### config.mk
export PLATFORM = sky130hd
export DESIGN_NAME = bp_cfg_loader
export DESIGN_NICKNAME = d
export VERILOG_FILES = /design/src/rtl/bp_cfg_loader.sv
export SDC_FILE = /design/constraint.sdc
export NUM_CORES = 1
export LEC_CHECK = 0
export CELL_PAD_IN_SITES_DETAIL_PLACEMENT = 0
export CELL_PAD_IN_SITES_GLOBAL_PLACEMENT = 1
export CORE_MARGIN = 2
export CORE_UTILIZATION = 38
export DETAILED_ROUTE_END_ITERATION = 16
export GPL_TIMING_DRIVEN = 0
export PLACE_DENSITY = 0.95
export SLEW_MARGIN = 40
export SYNTH_ARGS = -nofsm -noshare
export SYNTH_HDL_FRONTEND = slang
export SYNTH_SLANG_ARGS = --single-unit
### constraint.sdc
create_clock -name clk_i -period 7.09 [get_ports clk_i]
set_input_delay 1.418 -clock clk_i [delete_from_list [all_inputs] [get_ports clk_i]]
set_output_delay 1.418 -clock clk_i [all_outputs]
set_load 0.005 [all_outputs]
### src/rtl/bp_cfg_loader.sv
// Config-link sequencing master: per core, freezes it, loads CCE microcode from a
// 1-cycle ROM in uncached mode, switches to normal mode and unfreezes.
module bp_cfg_loader #(
  parameter int num_core_p              = 1,
  parameter int cfg_core_width_p        = 8,
  parameter int cfg_addr_width_p        = 16,
  parameter int cfg_data_width_p        = 32,
  parameter int num_cce_instr_ram_els_p = 256,
  parameter int ucode_width_p           = 64,
  localparam int entry_width_lp = (num_cce_instr_ram_els_p > 1) ? $clog2(num_cce_instr_ram_els_p) : 1
) (
  input  logic                        clk_i,
  input  logic                        reset_i,
  input  logic                        start_i,
  output logic                        busy_o,
  output logic                        done_o,
  output logic                        cfg_w_v_o,
  output logic [cfg_core_width_p-1:0] cfg_core_o,
  output logic [cfg_addr_width_p-1:0] cfg_addr_o,
  output logic [cfg_data_width_p-1:0] cfg_data_o,
  input  logic                        cfg_ready_i,
  output logic                        ucode_v_o,
  output logic [entry_width_lp-1:0]   ucode_addr_o,
  input  logic [ucode_width_p-1:0]    ucode_data_i
);

  localparam logic [cfg_addr_width_p-1:0] ADDR_FREEZE  = cfg_addr_width_p'(16'h0001);
  localparam logic [cfg_addr_width_p-1:0] ADDR_MODE    = cfg_addr_width_p'(16'h0002);
  localparam logic [cfg_addr_width_p-1:0] ADDR_UC_BASE = cfg_addr_width_p'(16'h8000);
  localparam logic [cfg_data_width_p-1:0] DATA_ZERO    = {cfg_data_width_p{1'b0}};
  localparam logic [cfg_data_width_p-1:0] DATA_ONE     = cfg_data_width_p'(1'b1);

  typedef enum logic [3:0] {
    S_IDLE, S_FREEZE, S_MODE_UC, S_FETCH, S_LATCH,
    S_UC_LO, S_UC_HI, S_MODE_NORM, S_UNFREEZE, S_DONE
  } state_t;

  state_t                      r_state;
  state_t                      w_state_next;
  logic [cfg_core_width_p-1:0] r_core;
  logic [entry_width_lp-1:0]   r_entry;
  logic [ucode_width_p-1:0]    r_hold;
  logic [cfg_addr_width_p-1:0] w_uc_addr;
  logic                        w_start;
  logic                        w_accept;
  logic                        w_core_last;
  logic                        w_entry_last;

  assign w_start      = start_i & ((r_state == S_IDLE) | (r_state == S_DONE));
  assign w_accept     = cfg_w_v_o & cfg_ready_i;
  assign w_core_last  = (r_core == cfg_core_width_p'(num_core_p - 1));
  assign w_entry_last = (r_entry == entry_width_lp'(num_cce_instr_ram_els_p - 1));
  assign w_uc_addr    = ADDR_UC_BASE + cfg_addr_width_p'({r_entry, 1'b0});

  always_ff @(posedge clk_i or posedge reset_i) begin
    if (reset_i) r_state <= S_IDLE;
    else         r_state <= w_state_next;
  end

  always_comb begin
    w_state_next = r_state;
    case (r_state)
      S_IDLE, S_DONE: w_state_next = start_i ? S_FREEZE : r_state;
      S_FREEZE:       w_state_next = w_accept ? S_MODE_UC : S_FREEZE;
      S_MODE_UC:      w_state_next = w_accept ? S_FETCH : S_MODE_UC;
      S_FETCH:        w_state_next = S_LATCH;
      S_LATCH:        w_state_next = S_UC_LO;
      S_UC_LO:        w_state_next = w_accept ? S_UC_HI : S_UC_LO;
      S_UC_HI:        w_state_next = !w_accept ? S_UC_HI : (w_entry_last ? S_MODE_NORM : S_FETCH);
      S_MODE_NORM:    w_state_next = w_accept ? S_UNFREEZE : S_MODE_NORM;
      S_UNFREEZE:     w_state_next = !w_accept ? S_UNFREEZE : (w_core_last ? S_DONE : S_FREEZE);
      default:        w_state_next = S_IDLE;
    endcase
  end

  // Holding register only loads in LATCH, so it is stable across stalled UC_LO/UC_HI writes.
  always_ff @(posedge clk_i or posedge reset_i) begin
    if (reset_i) begin
      r_core  <= {cfg_core_width_p{1'b0}};
      r_entry <= {entry_width_lp{1'b0}};
      r_hold  <= {ucode_width_p{1'b0}};
    end else if (w_start) begin
      r_core  <= {cfg_core_width_p{1'b0}};
      r_entry <= {entry_width_lp{1'b0}};
    end else begin
      if (r_state == S_LATCH)
        r_hold <= ucode_data_i;
      if ((r_state == S_UC_HI) && w_accept)
        r_entry <= w_entry_last ? {entry_width_lp{1'b0}} : r_entry + entry_width_lp'(1);
      if ((r_state == S_UNFREEZE) && w_accept && !w_core_last)
        r_core <= r_core + cfg_core_width_p'(1);
    end
  end

  always_comb begin
    cfg_w_v_o    = 1'b0;
    cfg_addr_o   = {cfg_addr_width_p{1'b0}};
    cfg_data_o   = DATA_ZERO;
    ucode_v_o    = 1'b0;
    ucode_addr_o = {entry_width_lp{1'b0}};
    case (r_state)
      S_FREEZE:    begin cfg_w_v_o = 1'b1; cfg_addr_o = ADDR_FREEZE; cfg_data_o = DATA_ONE;  end
      S_MODE_UC:   begin cfg_w_v_o = 1'b1; cfg_addr_o = ADDR_MODE;   cfg_data_o = DATA_ZERO; end
      S_FETCH:     begin ucode_v_o = 1'b1; ucode_addr_o = r_entry; end
      S_UC_LO:     begin
        cfg_w_v_o  = 1'b1;
        cfg_addr_o = w_uc_addr;
        cfg_data_o = r_hold[cfg_data_width_p-1:0];
      end
      S_UC_HI:     begin
        cfg_w_v_o  = 1'b1;
        cfg_addr_o = w_uc_addr + cfg_addr_width_p'(1);
        cfg_data_o = r_hold[ucode_width_p-1:cfg_data_width_p];
      end
      S_MODE_NORM: begin cfg_w_v_o = 1'b1; cfg_addr_o = ADDR_MODE;   cfg_data_o = DATA_ONE;  end
      S_UNFREEZE:  begin cfg_w_v_o = 1'b1; cfg_addr_o = ADDR_FREEZE; cfg_data_o = DATA_ZERO; end
      default:     begin cfg_w_v_o = 1'b0; end
    endcase
    cfg_core_o = cfg_w_v_o ? r_core : {cfg_core_width_p{1'b0}};
    busy_o     = (r_state != S_IDLE) && (r_state != S_DONE);
    done_o     = (r_state == S_DONE);
  end

endmodule

======== Word-level counts from Yosys, hierarchy flattened ========
Cells that the tools add are included.
storage, ports and cells
  word-level logic and storage cells ...... 61
  register bits ........................... 84
operators by class
  add/subtract/negate cells ............... 4
  multiplexer cells ....................... 21
  equality and inequality tests ........... 12
  reductions and logical operators ........ 16
  bitwise logic cells ..................... 4
operators by type and width
  cell                   count
  $pmux 32 s3            1
  $pmux 16 s4            1
  $mux 8                 7
  $pmux 4 s9             1
  $add 16x1->16 const B  1
  $add 16x9->16 const A  1
  $add 8x1->8 const B    2
  $eq 4x3->1 const B     4
  $mux 4                 4
  $eq 4x2->1 const B     2
  $eq 4x4->1 const B     2
  $eq 8x8->1 const B     1
  $logic_not 8->1        1
  $reduce_or 2->1        4
  $mux 3                 2
  $reduce_or 6->1        1
  $eq 4x1->1 const B     1
  $logic_and 1x1->1      4
  $logic_not 4->1        1
  $mux 2                 2
  $ne 4x4->1 const B     1
  $reduce_bool 2->1      2
  $reduce_bool 4->1      1
  $mux 1                 3
  6 further kinds        7

======== Longest topological paths before layout ========
  depth after elaboration ................. 8
  mapped depth ............................ 6

======== Worst setup path before layout ========
Ideal clock, no wire load.
  path kind ............................... register -> output
  start point ............................. register r_state[3]
  end point ............................... output port cfg_data_o[21]
  arrival time ............................ 1.494 ns
  cell stages (with the launch flop) ...... 5
  slack ................................... 4.178 ns
  path buffers ............................ 1
  data required time ...................... 5.672 ns
  cell sequence ........................... dfrtp_1 nand2b_1 nor3b_1 clkbuf_1 a22o_1
on the way
  longest elaborated chain between the ends .. 3
RTL lines
  what                                             line  text
  start, declared                                  38    state_t r_state;
  start signal, assigned                           57    else r_state <= w_state_next;
  $eq 4x3->1 / $eq 4x1->1 (equally long branches)  101   case (r_state)
  $reduce_or 2->1 (no line)                        n/a
  $pmux 32 s3 (*)                                  101
  end, declared                                    20    output logic [cfg_data_width_p-1:0] cfg_data_o,
Mark *: on every way between the ends. The rest lies on a longest branch, timed or not.

======== Worst setup path after layout ========
  start point ............................. register r_state[3]
  end point ............................... output port cfg_data_o[29]
Same word-level chain as after synthesis.

==> metrics.cfg <==
[yosys]
ys_async_sr_fraction_pct = 100.0
avgSynthCellArea_sq_um = 11.97
synthFlopType = dfrtp_1
synthCells = 345
yosysWarnings = 0
ys_seq_area_share_pct = 50.89
ys_seq_elements = 84
synth_most_common_cell = dfrtp_1
synth_edf_count = 0
ys_types = 46
post-synth-top-area-cell = dfrtp_1
synth_top_area_share_pct = 50.89
synth_area_sq_um = 4130
ys_top_cells_by_area = dfrtp_1, mux2_2, a22o_1
synth_common_cells = dfrtp_1, mux2_2, a22o_1, nor2_1, buf_2

[power_and_ir_drop]
intPower_mw = 1.388
sw_frac_of_total_pct = 33.43
p_per_area_nw_per_um2 = 356.7
sequentialPowerShare_pct = 38.9
leakage_nw = 2.444
peakVddDrop_v = 0.0002333
power.share.clock_pct = 16.8
p_comb_share_pct = 44.2
p_sw_mw = 0.6971

[detailed_routing]
wl_per_cell_um = 16.58
drc = 0
post_drt_via_cell_ratio = 5.134
via_count = 3260
drt-initial-drc-count = 127
drtAntennaViolNets = 0
dr.pass1.iters = 4
wl_um = 10530

[timing]
finClkSkew_ps = 10.49
min_period_over_period_pct = 60.35
rsz0062_at_grt = no
max_freq_mhz = 233.7
timing.hold.ws_ps = 493.0
fin_setup_tns_ps = 0
slew_headroom_pct = 54.79
hold_viol_final = 0
worst_slew_pin_slew_ps = 668.8
drv_slew = 0
period_minus_slack_ps = 4279
setup_viol = 0

[floorplanning]
ioPinCount = 136
die_h_um = 108.3
die_x_um = 108.3
start_util_pct = 38.61
rows = 38
die_area_sq_um = 11720
core_sq_um = 10700

[placed_design]
dp.cells = 619
hpwl_um = 7765
io_buffer_count = 128
place_congestion = 0.8684

[clocking]
numCtsBuffers = 9
clkSinkCount = 84
cts_hold_buf = 0
post_cts_resized = 0
clk_pin_slew_worst_paths_ps = 90
clock_latency_ps = 360
h-tree-depth = 3
cts_setup_buffers = 0
cts.path.max_buffers = 2
cts_tree = done
clk_root_buffer_cell = clkbuf_8

[grt]
grt_max_degree = 60
grt_pass1_wl_um = 17250
grt_overflow_total = 0
antenna_found_initial = 0
grt.total_usage_pct = 19.06
grt_pass1_vias = 3382

[worst_setup_path]
crit_required_ps = 5670
criticalPathCategory = reg -> out
start_kind = flop
end_kind = primary output
arrival_ps = 2860
path_max_fanout = 10

[finish]
nNetsFinal = 561
finish.utilization_pct = 54.64
antennaDiodeCount = 0
fill_cells = 892
drive_gt1_share_pct = 20.20
fin_cells = 635
area_growth_syn_to_layout_pct = 41.53

[hold_path]
worstHoldPathType = reg -> reg

[run]
cap_violations = 0

[run_status]
status = finished, final reports clean

==> cell type report <==
cell class	instances	area [sq um]	area share, %
multi-input cells	231	1882	32.19
flip-flops and latches	84	2102	35.96
clock inverters	5	61.31	1.049
well taps	140	175.2	2.997
inverters	9	38.79	0.6635
repair buffers	129	1309	22.39
plain buffers	26	136.4	2.333
clock buffers	11	141.4	2.419
==> worst max-delay path, cell delays in order (launching register included) <==
cell	delay (ps)
dfrtp_1	430
nand2b_1	260
nor3b_1	620
clkbuf_1	460
a22o_1	220
clkdlybuf4s50_1	520
==> logic make-up after synthesis <==
group / synth area share (%)
adders and majority gates: 0.9089
buffers and inverters: 4.120
DFF: 50.89
and+or+nand+nor: 12.78
other: 0.09079
xor gates and xnor gates: 1.909
AOI/OAI and AO/OA: 11.12
muxes: 18.18
==> flip-flops by register name (all words and copies together), names as in the netlist <==
name	flops
r_state	4
r_entry	8
r_core	8
r_hold	64
==> cell usage in the layout (no fill, tap or decap), drive strengths merged, types with 2 or more instances in the layout <==
cell           instances
clkdlybuf4s50        128
dfrtp                 84
mux2                  64
a22o                  31
buf                   20
clkbuf                18
nor2                  17
nand4                 12
nand2                 12
nor2b                 12
and2                  10
inv                    9
xor2                   7
a21oi                  6
conb                   6
nand3                  5
nor3                   5
clkinv                 4
and3                   3
mux2i                  3
o21bai                 3
o22ai                  3
ha                     3
o21ai                  3
nand2b                 2
xnor2                  2
and4                   2
nor3b                  2
a31oi                  2
or4                    2
nor4b                  2
a2111oi                2
==> power by group through the flow <==
stage	logic [mW]	registers [mW]	clock network, mW
2_1_floorplan	0.570	0.778	0
3_3_place_gp	0.902	0.806	0
3_5_place_dp	0.929	0.821	0
4_1_cts	0.935	0.811	0.362
5_1_grt	1.01	0.839	0.384
6_report	0.922	0.811	0.351
==> final timing paths <==
| check | start | to | slack (ps) | depth (start not counted) |
|---|---|---|---|---|
| setup / recovery | r_state[3] | cfg_data_o[29] | 2810 | 5 |
| hold / removal | r_hold[45] | r_hold[45] | 490 | 1 |
| setup reg to reg | r_state[3] | r_hold[50] | 5130 | 4 |
| hold reg to reg | r_hold[45] | r_hold[45] | 490 | 1 |
| max in group asynchronous | reset_i | r_hold[60] | 5140 | 3 |
| min in group asynchronous | reset_i | r_hold[34] | 1390 | 2 |
==> routing by layer <==
metal / part of all wire (%) / global-route usage (%)
met1: 40 / 23.13
met2: 48 / 31.04
met3: 10 / 7.715
met4: 1.2 / 6.136
met5: 0 / 0
==> metrics by stage <==
stage / cell area, sq um / setup WS, ps / total power [mW]
finish: 5846 / 2811 / 2.085
global route: 5846 / 2621 / 2.232
CTS: 5846 / 2766 / 2.108
detailed placement: 5643 / 3189 / 1.749
global placement: 5605 / 2204 / 1.708
floorplan: 4149 / 3507 / 1.348
No activity file was read; power rests on OpenSTA's default activity.
